### config.mk
export PLATFORM = sky130hd
export DESIGN_NAME = tile_vga_ctrl
export DESIGN_NICKNAME = d
export VERILOG_FILES = /design/src/rtl/tile_vga_ctrl.sv
export SDC_FILE = /design/constraint.sdc
export NUM_CORES = 1
export LEC_CHECK = 0
export ABC_AREA = 1
export BUFFER_PORTS_ARGS = -buffer_cell sky130_fd_sc_hd__buf_2
export CAP_MARGIN = 40
export CORE_UTILIZATION = 50
export DETAILED_ROUTE_END_ITERATION = 7
export GPL_TIMING_DRIVEN = 0
export PLACE_DENSITY = 0.77
export SLEW_MARGIN = 0
export SYNTH_ARGS = -nofsm -noshare
export SYNTH_HDL_FRONTEND = slang
export SYNTH_SLANG_ARGS = --single-unit
### constraint.sdc
create_clock -name CLK_50M -period 3.03 [get_ports CLK_50M]
set_input_delay 0 -clock CLK_50M [delete_from_list [all_inputs] [get_ports CLK_50M]]
set_output_delay 0 -clock CLK_50M [all_outputs]
set_load 0.02 [all_outputs]
### src/rtl/tile_vga_ctrl.sv
// Tile-grid VGA controller: 800x600 timing, per-frame shadowed tile colours, overlay merge.
// Optional build macro GRID_LINES_EN draws white tile borders in PLAY.
module tile_vga_ctrl #(
   parameter int N_COLS   = 4,
   parameter int N_ROWS   = 8,
   parameter int COLOR_W  = 3,
   parameter int TILE_W   = 200,
   parameter int TILE_H   = 75,
   parameter int H_TOTAL  = 1040,
   parameter int H_SYNC   = 120,
   parameter int H_START  = 187,
   parameter int H_ACTIVE = 800,
   parameter int V_TOTAL  = 666,
   parameter int V_SYNC   = 6,
   parameter int V_START  = 31,
   parameter int V_ACTIVE = 600
) (
   input  logic                              CLK_50M,
   input  logic                              RST_N,
   input  logic [1:0]                        game_state,
   input  logic [N_COLS*N_ROWS*COLOR_W-1:0]  columns,
   input  logic                              overlay_en,
   input  logic [COLOR_W-1:0]                overlay_rgb,
   output logic [9:0]                        x_pos,
   output logic [9:0]                        y_pos,
   output logic                              active,
   output logic                              frame_start,
   output logic                              hsync,
   output logic                              vsync,
   output logic [COLOR_W-1:0]                vga_rgb
);

   typedef enum logic [1:0] {
      GS_START = 2'b00,
      GS_PLAY  = 2'b01,
      GS_OVER  = 2'b10,
      GS_RSVD  = 2'b11
   } game_state_e;

   localparam int DATA_W = N_COLS * N_ROWS * COLOR_W;
   localparam int X_W    = $clog2(H_TOTAL);
   localparam int Y_W    = $clog2(V_TOTAL);
   localparam int TX_W   = (TILE_W > 1) ? $clog2(TILE_W) : 1;
   localparam int TY_W   = (TILE_H > 1) ? $clog2(TILE_H) : 1;
   // Tile indices never exceed the active extent, which fits the 10-bit position range.
   localparam int IDX_W  = 10;

   localparam logic [X_W-1:0]  X_LAST    = X_W'(H_TOTAL - 1);
   localparam logic [X_W-1:0]  X_SYNC    = X_W'(H_SYNC);
   localparam logic [X_W-1:0]  X_PRE     = X_W'(H_START - 1);
   localparam logic [X_W-1:0]  X_ACT_BEG = X_W'(H_START);
   localparam logic [X_W-1:0]  X_ACT_END = X_W'(H_START + H_ACTIVE);
   localparam logic [Y_W-1:0]  Y_LAST    = Y_W'(V_TOTAL - 1);
   localparam logic [Y_W-1:0]  Y_SYNC    = Y_W'(V_SYNC);
   localparam logic [Y_W-1:0]  Y_PRE     = Y_W'(V_START - 1);
   localparam logic [Y_W-1:0]  Y_ACT_BEG = Y_W'(V_START);
   localparam logic [Y_W-1:0]  Y_ACT_END = Y_W'(V_START + V_ACTIVE);
   localparam logic [TX_W-1:0] TX_LAST   = TX_W'(TILE_W - 1);
   localparam logic [TY_W-1:0] TY_LAST   = TY_W'(TILE_H - 1);

   logic [X_W-1:0]     r_x_cnt;
   logic [Y_W-1:0]     r_y_cnt;
   logic [TX_W-1:0]    r_tile_x;
   logic [TY_W-1:0]    r_tile_y;
   logic [IDX_W-1:0]   r_col_idx;
   logic [IDX_W-1:0]   r_row_idx;
   logic [DATA_W-1:0]  r_shadow;

   logic               r1_active;
   logic [IDX_W-1:0]   r1_col_idx;
   logic [IDX_W-1:0]   r1_row_idx;
   logic               r1_ovl_en;
   logic [COLOR_W-1:0] r1_ovl_rgb;
   logic               r1_hsync_raw;
   logic               r1_vsync_raw;
   game_state_e        r1_state;
`ifdef GRID_LINES_EN
   logic               r1_edge;
`endif

   logic               w_x_wrap;
   logic               w_y_last;
   logic               w_h_act;
   logic               w_v_act;
   logic               w_active;
   logic               w_in_grid;
   logic [COLOR_W-1:0] w_tile_rgb;
   logic [COLOR_W-1:0] w_pix_rgb;

   assign w_x_wrap = (r_x_cnt == X_LAST);
   assign w_y_last = (r_y_cnt == Y_LAST);
   assign w_h_act  = (r_x_cnt >= X_ACT_BEG) && (r_x_cnt < X_ACT_END);
   assign w_v_act  = (r_y_cnt >= Y_ACT_BEG) && (r_y_cnt < Y_ACT_END);
   assign w_active = w_h_act && w_v_act;

   assign x_pos       = 10'(r_x_cnt - X_ACT_BEG);
   assign y_pos       = 10'(r_y_cnt - Y_ACT_BEG);
   assign active      = w_active;
   // Held low during reset so the first pulse marks the first running cycle.
   assign frame_start = RST_N && (r_x_cnt == '0) && (r_y_cnt == '0);

   // NOTE: sequential state uses non-blocking assignments so every register sees pre-edge values.
   always_ff @(posedge CLK_50M) begin
      if (!RST_N) begin
         r_x_cnt <= '0;
         r_y_cnt <= '0;
      end else begin
         r_x_cnt <= w_x_wrap ? '0 : r_x_cnt + X_W'(1);
         if (w_x_wrap)
            r_y_cnt <= w_y_last ? '0 : r_y_cnt + Y_W'(1);
      end
   end

   // Column tracking: restart just before the first active pixel of every line.
   always_ff @(posedge CLK_50M) begin
      if (!RST_N) begin
         r_tile_x  <= '0;
         r_col_idx <= '0;
      end else if (r_x_cnt == X_PRE) begin
         r_tile_x  <= '0;
         r_col_idx <= '0;
      end else if (w_h_act) begin
         if (r_tile_x == TX_LAST) begin
            r_tile_x  <= '0;
            r_col_idx <= r_col_idx + IDX_W'(1);
         end else begin
            r_tile_x  <= r_tile_x + TX_W'(1);
         end
      end
   end

   always_ff @(posedge CLK_50M) begin
      if (!RST_N) begin
         r_tile_y  <= '0;
         r_row_idx <= '0;
      end else if (w_x_wrap) begin
         if (r_y_cnt == Y_PRE) begin
            r_tile_y  <= '0;
            r_row_idx <= '0;
         end else if (w_v_act) begin
            if (r_tile_y == TY_LAST) begin
               r_tile_y  <= '0;
               r_row_idx <= r_row_idx + IDX_W'(1);
            end else begin
               r_tile_y  <= r_tile_y + TY_W'(1);
            end
         end
      end
   end

   // Capture on the last clock of the first blanking line so a frame never tears.
   always_ff @(posedge CLK_50M) begin
      if (!RST_N)
         r_shadow <= '0;
      else if (w_x_wrap && (r_y_cnt == Y_ACT_END))
         r_shadow <= columns;
   end

   always_ff @(posedge CLK_50M) begin
      if (!RST_N) begin
         r1_active    <= 1'b0;
         r1_col_idx   <= '0;
         r1_row_idx   <= '0;
         r1_ovl_en    <= 1'b0;
         r1_ovl_rgb   <= '0;
         r1_hsync_raw <= 1'b1;
         r1_vsync_raw <= 1'b1;
         r1_state     <= GS_START;
`ifdef GRID_LINES_EN
         r1_edge      <= 1'b0;
`endif
      end else begin
         r1_active    <= w_active;
         r1_col_idx   <= r_col_idx;
         r1_row_idx   <= r_row_idx;
         r1_ovl_en    <= overlay_en;
         r1_ovl_rgb   <= overlay_rgb;
         r1_hsync_raw <= !(r_x_cnt < X_SYNC);
         r1_vsync_raw <= !(r_y_cnt < Y_SYNC);
         r1_state     <= game_state_e'(game_state);
`ifdef GRID_LINES_EN
         r1_edge      <= (r_tile_x == '0) || (r_tile_x == TX_LAST) ||
                         (r_tile_y == '0) || (r_tile_y == TY_LAST);
`endif
      end
   end

   // NOTE: every always_comb output gets a default first, otherwise a latch is inferred.
   always_comb begin
      w_tile_rgb = '0;
      w_in_grid  = 1'b0;
      for (int c = 0; c < N_COLS; c++) begin
         for (int r = 0; r < N_ROWS; r++) begin
            if ((r1_col_idx == IDX_W'(c)) && (r1_row_idx == IDX_W'(r))) begin
               w_tile_rgb = r_shadow[c*N_ROWS*COLOR_W + (N_ROWS-1-r)*COLOR_W +: COLOR_W];
               w_in_grid  = 1'b1;
            end
         end
      end
   end

   always_comb begin
      w_pix_rgb = '0;
      if (!r1_active || (r1_state == GS_RSVD)) begin
         w_pix_rgb = '0;
      end else if (r1_ovl_en) begin
         w_pix_rgb = r1_ovl_rgb;
      end else if ((r1_state == GS_PLAY) && w_in_grid) begin
`ifdef GRID_LINES_EN
         w_pix_rgb = r1_edge ? '1 : w_tile_rgb;
`else
         w_pix_rgb = w_tile_rgb;
`endif
      end
   end

   always_ff @(posedge CLK_50M) begin
      if (!RST_N) begin
         vga_rgb <= '0;
         hsync   <= 1'b1;
         vsync   <= 1'b1;
      end else begin
         vga_rgb <= w_pix_rgb;
         hsync   <= r1_hsync_raw;
         vsync   <= r1_vsync_raw;
      end
   end

endmodule

Yosys cells after proc, flatten, opt, wreduce, memory -nomap -nowiden

Index checks and enable logic that the tools add are counted.

$add $sub $neg: 8
Equal/unequal tests: 19
Reductions and logical operators: 55
Order comparisons: 6
Multiplexer cells: 74
Bitwise gates (word level): 1

Operators by type and width:

| cell                                                                   | count |
|---|---|
| 3-bit two-way mux                                                      | 34 |
| 10-bit by 2-bit == test with 1-bit output, second input constant       | 4 |
| 10-bit by 3-bit == test with 1-bit output, second input constant       | 4 |
| 10-bit two-way mux                                                     | 4 |
| 1-bit logical AND                                                      | 39 |
| 1-bit two-way mux                                                      | 32 |
| 10-bit by 1-bit adder with 10-bit output, second input constant        | 3 |
| 10-bit zero test                                                       | 3 |
| 7-bit two-way mux                                                      | 3 |
| 10-bit by 1-bit == test with 1-bit output, second input constant       | 2 |
| 10-bit == test, second input constant                                  | 2 |
| 11-bit by 1-bit adder with 11-bit output, second input constant        | 1 |
| 11-bit == test, second input constant                                  | 1 |
| 11-bit by 8-bit == test with 1-bit output, second input constant       | 1 |
| 11-bit by 8-bit >= comparator with 1-bit output, second input constant | 1 |
| 11-bit zero test                                                       | 1 |
| 11-bit by 10-bit < comparator with 1-bit output, second input constant | 1 |
| 11-bit by 7-bit < comparator with 1-bit output, second input constant  | 1 |
| 10-bit by 5-bit == test with 1-bit output, second input constant       | 1 |
| 10-bit by 5-bit >= comparator with 1-bit output, second input constant | 1 |
| 10-bit < comparator, second input constant                             | 1 |
| 10-bit by 3-bit < comparator with 1-bit output, second input constant  | 1 |
| 10-bit by 5-bit subtractor with 10-bit output, second input constant   | 1 |
| 10-bit by 8-bit subtractor with 10-bit output, second input constant   | 1 |
| other kinds (14)                                                       | 20 |

Logic and storage cells: 181
Register bits: 186
Input bits: 104
Output and inout bits: 27

Depth between registers and ports, before layout

Gate-level depths: netlist of the first run.

Word-level depth: 37
Mapped depth: 33
Depth with buffers taken out: 33

Worst setup path after synthesis of the first run

Ideal clock, no wire load.

Path type: register -> register
From: register r1_col_idx[5]
To: register vga_rgb[2]
Library setup time: 118 ps
Data arrival time: 2,299 ps
Stages on the path, launching flop included: 34
Data required time: 2,912 ps
Path buffers: 0
Path slack: 613 ps
Period minus slack after synthesis: 2,417 ps
Cells stage by stage: dfxtp_1 -> nor2_1 -> nand2_2 -> nor2_4 -> nand2_2 -> inv_4 -> nand2_2 -> or2_0 -> nand2_1 -> nand2_1 -> nand2_1 -> nand2_1 -> nand2_1 -> nand2_1 -> nand2_1 -> nand2_1 -> nand2_1 -> nand2_1 -> nand2_1 -> nand2_1 -> nand2_1 -> nand2_1 -> nand2_1 -> nand3_1 -> nand2_1 -> nand3_1 -> nand2_1 -> nand4_1 -> nand3_1 -> nand2_1 -> nand2_1 -> nand3_1 -> nand2_1 -> a21oi_1

Cells in the longest elaborated chain, start to end: 37
Elaborated cells on any way between the ends: 103
Classes of those cells: eq/ne (3); mux (66); reduce/logical (34)

RTL lines:

| item                             | line | source |
|---|---|---|
| start: declaration               | 70   | `logic [IDX_W-1:0] r1_col_idx;` |
| start signal: assignment         | 174  | `r1_col_idx <= r_col_idx;` |
| 10-bit zero test                 | 194  | `if ((r1_col_idx == IDX_W'(c)) && (r1_row_idx == IDX_W'(r))) begin` |
| 1-bit logical AND                | 194  |  |
| 1-bit two-way mux (32 in series) | 194  |  |
| 1-bit logical AND                | 208  | `end else if ((r1_state == GS_PLAY) && w_in_grid) begin` |
| 3-bit two-way mux *              | 208  |  |
| 3-bit two-way mux *              | 206  | `end else if (r1_ovl_en) begin` |
| end signal: assignment           | 223  | `vga_rgb <= w_pix_rgb;` |
| end: declaration                 | 30   | `output logic [COLOR_W-1:0] vga_rgb` |

Every way passes the cells marked *; elsewhere a longest branch is shown, timed or not.
A chain may end at the register's enable or synchronous reset.

Worst setup path after layout of the first run

From: register r1_row_idx[8]
To: register vga_rgb[2]

Cells in the longest elaborated chain, start to end: 37
Elaborated cells on any way between the ends: 107
Classes of those cells: eq/ne (7); mux (66); reduce/logical (34)

RTL lines:

| item                             | line | source |
|---|---|---|
| start: declaration               | 71   | `logic [IDX_W-1:0] r1_row_idx;` |
| start signal: assignment         | 175  | `r1_row_idx <= r_row_idx;` |
| 10-bit zero test                 | 194  |  |
| 1-bit logical AND                | 194  |  |
| 1-bit two-way mux (32 in series) | 194  |  |
| 1-bit logical AND                | 208  |  |
| 3-bit two-way mux *              | 208  |  |
| 3-bit two-way mux *              | 206  |  |

Marks and branches as above.

==> results of run 1 <==
## final cells by class
type | count | area share [%]
Antenna cell | 1 | 0.0216
Multi-Input combinational cell | 892 | 38.6
Timing Repair Buffer | 242 | 15.1
Clock inverter | 15 | 1.42
Sequential cell | 186 | 32.2
Clock buffer | 17 | 3.67
Tap cell | 225 | 2.43
Buffer | 51 | 1.75
Inverter | 150 | 4.92
## cell families after synthesis
group	after synthesis	share of synthesized area, %
AOI/OAI and AO/OA	290	17.1
xor gates and xnor gates	15	1.49
adders and majority gates	12	1.70
buffers and inverters	201	8.71
DFF	186	42.2
and+or+nand+nor	575	28.8
## sequential cells by signal, summed over array words and instances, names as in the netlist, 2 cells and up
name,cells
r_x_cnt,11
r1_ovl_rgb,3
r1_col_idx,10
r1_row_idx,10
r_tile_y,7
r_col_idx,10
r_tile_x,8
r1_state,2
vga_rgb,3
r_row_idx,10
r_shadow,96
r_y_cnt,10
## power groups by stage
stage	logic, mW	registers, mW	clock network [mW]
2_1_floorplan	0.0676	2.52	0
3_3_place_gp	0.165	2.52	0
3_5_place_dp	0.166	2.52	0
4_1_cts	0.267	2.46	2.25
5_1_grt	0.299	2.46	2.35
6_report	0.279	2.46	2.24
## through the flow
step,instance area [sq um],worst slack [ps],std cells
final,11600,58.3,1779
after global routing,11600,-188,1778
after global placement,9750,-575,1633
after CTS,11400,7.17,1770
after floorplan,8820,613,1279
after detailed placement,9750,-613,1633
## routing by layer
layer	vias to the layer above	GRT usage (%)	wire length, microns
met5	-	0	0
met4	0	13.8	980
met3	97	5.82	1830
met2	434	48.4	12800
met1	4281	32.8	10500
li1	4731	-	-
## worst max path at each step
stage	depth (start not counted)	slack, ps	start	to
3_3_place_gp	10	-580	r_x_cnt[6]	r_shadow[4]
6_report	33	60	r1_row_idx[8]	vga_rgb[2]
4_1_cts	33	7	r1_col_idx[3]	vga_rgb[2]
3_5_place_dp	11	-610	r_x_cnt[1]	r_shadow[4]
5_1_grt	33	-190	r1_row_idx[8]	vga_rgb[2]
2_1_floorplan	33	610	r1_col_idx[5]	vga_rgb[2]
## tightest hold or removal path: stages
cell and delay, ps:
clkbuf_1 230, inv_1 170, nor2_1 70, o21ai_0 70, a21oi_1 40
## cell usage after synthesis, types with 2 or more instances
cell       instances
a211oi_1           2
a21oi_1          153
a221oi_1           2
and3_1             7
buf_2              6
clkbuf_1          43
clkinv_1           4
dfxtp_1          186
ha_1              12
inv_1            139
inv_2              6
nand2_1          277
nand2_2            5
nand3_1           49
nand4_1           29
nor2_1           131
nor2_2             7
nor2_4             2
nor3_1            27
nor3_2             3
nor3b_1           12
nor4_1            13
nor4_2             2
o2111ai_1          2
o21a_1             2
o21ai_0          116
o22ai_1            3
o32ai_1            2
or2_0              4
or2_2              4
xor2_1            15
## cells in the final DEF, fill, tap and decap left out, types with 15 or more instances in the layout
master           n
clkbuf_16       17
nand3_1         47
buf_2          135
xor2_1          15
inv_1          138
nand4_1         29
dlygate4sd3_1  102
dfxtp_1        179
a21oi_1        152
nor2_1         124
clkbuf_1        43
nand2_1        270
o21ai_0        116
nor3_1          26
## timing repair
| item | 4_1_cts | 5_1_grt |
|---|---|---|
| hold buffers | 102 | 0 |
| resized for setup | 6 | 40 |
| pin swaps | 3 | 16 |
| cloned | 0 | 0 |
| buffers inserted | 3 | 8 |
| hold endpoints to repair | 102 | 0 |
| setup endpoints to repair | 100 | 49 |
==> metrics, run 1 <==
Post-Syn Area 0.00882 sq mm; Fill cells 1,381; antenna violations before repair 0; CP Class reg -> reg; Vias 9,543; Reg power frac 49.4%; minimum clock period 2970 ps; synthesis-to-layout area growth 31.6%; period utilization 98.1%; Overall Global Routing Usage 28.0%; GPL Wtd Cong 0.931; ys async rst share 0%; CTS Buf Count 17; multi-input logic area 0.00448 sq mm; Synth area leaders dfxtp_1, nand2_1, a21oi_1; worst r2r src r1_row_idx[8]; Syn Nets 1,395; WL/cell 14.7 microns; post-route ant nets 0; Final #Nets 1,656; delay-heaviest family, CP simple AND/OR/NAND/NOR gates; hold crit path type in -> reg; hold_ws 185 ps; CTS Sinks 186; unrepaired setup endpoints after global routing true; Worst Path Required 3350 ps; first-pass iteration count of the detailed router 6; Worst-Margin Slew 804 ps; detailed-route vias per instance 5.36; Synth area leader dfxtp_1; Startpoint Class flop; hold path depth 5; net switching power 1.14 mW; register area 0.00373 sq mm; H-Tree Depth 4; worst path bufs/invs 2; CP Data Arrival Time 3300 ps; Post-Route Setup TNS 0 ps; IO Port Bufs 129; Die Wd 135 microns; Clk network pwr share 45.0%; Initial Util 51.2%; Gate power share 5.6%; final core occ 67.3%; grt total ovfl 0; CTS root buffer clkbuf_16; vias in the first global route 8,758; Hold Startpoint RST_N; clk_skew 7.44 ps; TritonCTS clock tree yes; clock tree buffer depth 2; Final Hold Fails 0; number of synthesized flops with an enable pin 0; worst-skew pair later-pin latency 440 ps; slowest CP cell dfxtp_1; PwrDens 429 mW/mm^2; global-route wire length before repair 40.2 mm; reg2reg end vga_rgb[2]; worst vdd ir 0.000414 V; placement row count 48; CP peak stage delay 330 ps; Setup-failing EPs final 0; worst hold path endpoint r_x_cnt[6]; Crit Path Max Fanout 5; total power 4.98 mW; Die Y 135 microns; Iteration-0 DRC Markers 960; Top Ports 131; DRC viols 0; Syn Area/Cell 6.90 sq um; Max Clock Freq 337 MHz; Main synth FF type dfxtp_1; post-synth top area share 42.2%; Max Cap Viol 0; register area share after synthesis 42.2%; clk slew on worst S/H paths 70 ps; P_leak 4.70 nW; Pins Over Slew Limit 0; slew margin rel. 45.9%; largest net degree at the start of global routing 18; Cells after Synth 1,279; Synthesis Warnings 0; share of layout cells above drive strength 1 15.3%; setup slack, reg-to-reg 60 ps; Detailed Place HPWL 16.9 mm; Die ar. 0.0182 sq mm; Switching Share 22.9%; reg2reg path depth 33; Core Area 0.0172 sq mm; Netlist cell types 45; most used cell, CP nand2_1; CP endpoint kind flop; P_int 3.84 mW; Yosys reg bits 186; routed wire length 26.1 mm; status finished clean
(Power assumes the default switching activity.)
==> run 2: changes to the inputs <==
--- a/config.mk
+++ b/config.mk
@@ -8,10 +8,10 @@
 export ABC_AREA = 1
 export BUFFER_PORTS_ARGS = -buffer_cell sky130_fd_sc_hd__buf_2
 export CAP_MARGIN = 40
-export CORE_UTILIZATION = 50
+export CORE_UTILIZATION = 45
 export DETAILED_ROUTE_END_ITERATION = 7
 export GPL_TIMING_DRIVEN = 0
-export PLACE_DENSITY = 0.77
+export PLACE_DENSITY = 0.71
 export SLEW_MARGIN = 0
 export SYNTH_ARGS = -nofsm -noshare
 export SYNTH_HDL_FRONTEND = slang
==> constraint.sdc (replaced) <==
create_clock -name CLK_50M -period 3.3 [get_ports CLK_50M]
set_input_delay 0 -clock CLK_50M [delete_from_list [all_inputs] [get_ports CLK_50M]]
set_output_delay 0 -clock CLK_50M [all_outputs]
set_load 0.02 [all_outputs]
==> metrics, run 2 (synthesized netlist as in run 1, its figures left out) <==
CP peak stage delay 530 ps (was 330 ps); number of diodes 0 (was 1); register area 0.00372 sq mm (was 0.00373 sq mm); grt total ovfl 0 (unchanged); CTS Sinks 186 (unchanged); TritonCTS clock tree yes (unchanged); IO Port Bufs 129 (unchanged); CP Class reg -> reg (unchanged); clk_skew 14.5 ps (was 7.44 ps); Hold Startpoint RST_N (unchanged); H-Tree Depth 4 (unchanged); max reg flops 96 (unchanged); antenna violations before repair 0 (unchanged); Worst Path Required 3660 ps (was 3350 ps); CP Data Arrival Time 3430 ps (was 3300 ps); period utilization 93.2% (was 98.1%); worst-skew pair later-pin latency 440 ps (about the same); Core Area 0.0190 sq mm (was 0.0172 sq mm); delay-heaviest family, CP buffers and inverters (was simple AND/OR/NAND/NOR gates); crit-path cells clkbuf_1, inv_1, nor3_1, nand4_1, clkbuf_1, nor2_4, buf_2, buf_2, nand2_1, a21oi_1; detailed-route vias per instance 5.10 (was 5.36); hold_ws 181 ps (was 185 ps); Vias 9,244 (was 9,543); CTS root buffer clkbuf_16 (unchanged); highest-count cells in the layout ignoring fill and taps nand2_1, dfxtp_1, a21oi_1 (unchanged); hold path depth 5 (unchanged); largest register by flop count r_shadow (unchanged); global-route wire length before repair 39.4 mm (was 40.2 mm); Startpoint Class flop (unchanged); reg2reg end r_shadow[22] (was vga_rgb[2]); setup slack, reg-to-reg 220 ps (was 60 ps); DRC viols 0 (unchanged); Final #Nets 1,656 (unchanged); vias in the first global route 8,477 (was 8,758); worst vdd ir 0.000363 V (was 0.000414 V); Fill cells 1,649 (was 1,381); Placement Setup Slack -274 ps (was -613 ps); Final Hold Fails 0 (unchanged); share of layout cells above drive strength 1 14.1% (was 15.3%); PwrDens 392 mW/mm^2 (was 429 mW/mm^2); worst hold path endpoint r_x_cnt[6] (unchanged); crit path setup slack, layout 224 ps (was 58.3 ps); WL/cell 13.9 microns (was 14.7 microns); worst path bufs/invs 5 (was 2); reg2reg path depth 10 (was 33); final core occ 60.9% (was 67.3%); multi-input logic area 0.00439 sq mm (was 0.00448 sq mm); placement row count 50 (was 48); clock tree buffer depth 2 (unchanged); Die ar. 0.0202 sq mm (was 0.0182 sq mm); Detailed Place HPWL 17.2 mm (was 16.9 mm); Iteration-0 DRC Markers 534 (was 960); routed wire length 25.1 mm (was 26.1 mm); Initial Util 46.5% (was 51.2%); GPL Wtd Cong 0.908 (was 0.931); hold crit path type in -> reg (unchanged); P_leak 4.64 nW (was 4.70 nW); Worst-Margin Slew 784 ps (was 804 ps); largest net degree at the start of global routing 17 (was 18); most common cell after layout, fill and taps aside nand2_1 (unchanged); post-route ant nets 0 (unchanged); minimum clock period 3080 ps (was 2970 ps); slew margin rel. 47.3% (was 45.9%); Crit Path Max Fanout 10 (was 5); CP endpoint kind flop (unchanged); status finished clean (unchanged); Top Ports 131 (unchanged); Overall Global Routing Usage 24.7% (was 28.0%); Regs by FF count r_shadow x96, r_x_cnt x11 (unchanged); Setup-failing EPs final 0 (unchanged); Pins Over Slew Limit 0 (unchanged); worst r2r src r_y_cnt[6] (was r1_row_idx[8]); Die Wd 142 microns (was 135 microns); synthesis-to-layout area growth 30.7% (was 31.6%); Max Clock Freq 325 MHz (was 337 MHz); Die Y 142 microns (was 135 microns); slowest CP cell nand4_1 (was dfxtp_1); clk slew on worst S/H paths 70 ps (about the same); first-pass iteration count of the detailed router 5 (was 6); CTS Buf Count 17 (unchanged); Max Cap Viol 0 (unchanged)
[run 2: cell count changes in the layout (fill, tap and decap cells not counted), moves of 2 or more]
cell | previous run | this run
nand2_2 | 8 | 5
nand2_4 | 4 | 2
dfxtp_2 | 7 | 1
nor2_4 | 9 | 7
nand2_1 | 270 | 275
nor2_1 | 124 | 126
nor4_2 | 0 | 2
dfxtp_1 | 179 | 185
nor4_4 | 2 | 0
[run 2: power by group]
part           switching (mW)  total, mW  internal, mW  leakage (nW)
Combinational           0.109      0.252         0.143          2.87
Clock                   0.899       2.01          1.12         0.276
Sequential            0.00748       2.26          2.25          1.50
Total                    1.02       4.53          3.51          4.64
[run 2: what timing repair did]
| action | 4_1_cts | 5_1_grt |
|---|---|---|
| endpoints found under the hold margin | 102 | 0 |
| setup endpoints to repair | 96 | 48 |
| pin swaps | 0 | 5 |
| gates resized for setup | 2 | 16 |
| hold buffers | 102 | 0 |
| buffers inserted | 0 | 11 |
[run 2: layout make-up]
class                      count  area share (%)
sequential                   186            32.3
clock buffer                  17            3.69
tap                          260            2.82
multi-input combinational    892            38.1
inverter                     150            4.91
buffer                        51            1.76
timing repair buffer         242            15.2
clock inverter                13            1.27
[run 2: worst max-delay path by stage]
| stage | from | to | slack (ps) | depth (start not counted) |
|---|---|---|---|---|
| 3_3_place_gp | r_x_cnt[6] | r_shadow[4] | -370 | 10 |
| 4_1_cts | r_x_cnt[6] | r_shadow[28] | 100 | 10 |
| 5_1_grt | r1_row_idx[0] | vga_rgb[2] | -9 | 30 |
| 2_1_floorplan | r1_col_idx[5] | vga_rgb[2] | 880 | 33 |
| 3_5_place_dp | r_x_cnt[6] | r_shadow[7] | -270 | 10 |
| 6_report | r_y_cnt[6] | r_shadow[22] | 220 | 10 |
[run 2: per-stage QoR]
stage          setup TNS, ps  instances  area, sq um  power, mW
6_report                   0       1811        11500       4.53
5_1_grt                -8.69       1811        11500       4.65
4_1_cts                    0       1800        11400       4.54
3_5_place_dp          -12700       1668         9790       2.46
3_3_place_gp          -20310       1668         9790       2.46
2_1_floorplan              0       1279         8820       2.37
[run 2: metal layers]
metal / routed length, microns / track usage [%] / vias up
met3: 1160 / 4.48 / 42
met4: 646 / 10.3 / 0
li1: - / - / 4721
met1: 11000 / 29.5 / 4230
met2: 12400 / 43.5 / 251
met5: 0 / 0 / -
[run 2: tightest hold or removal path: stages]
cell,delay [ps]
clkbuf_1,230
inv_1,160
nor2_1,70
o21ai_0,70
a21oi_1,40
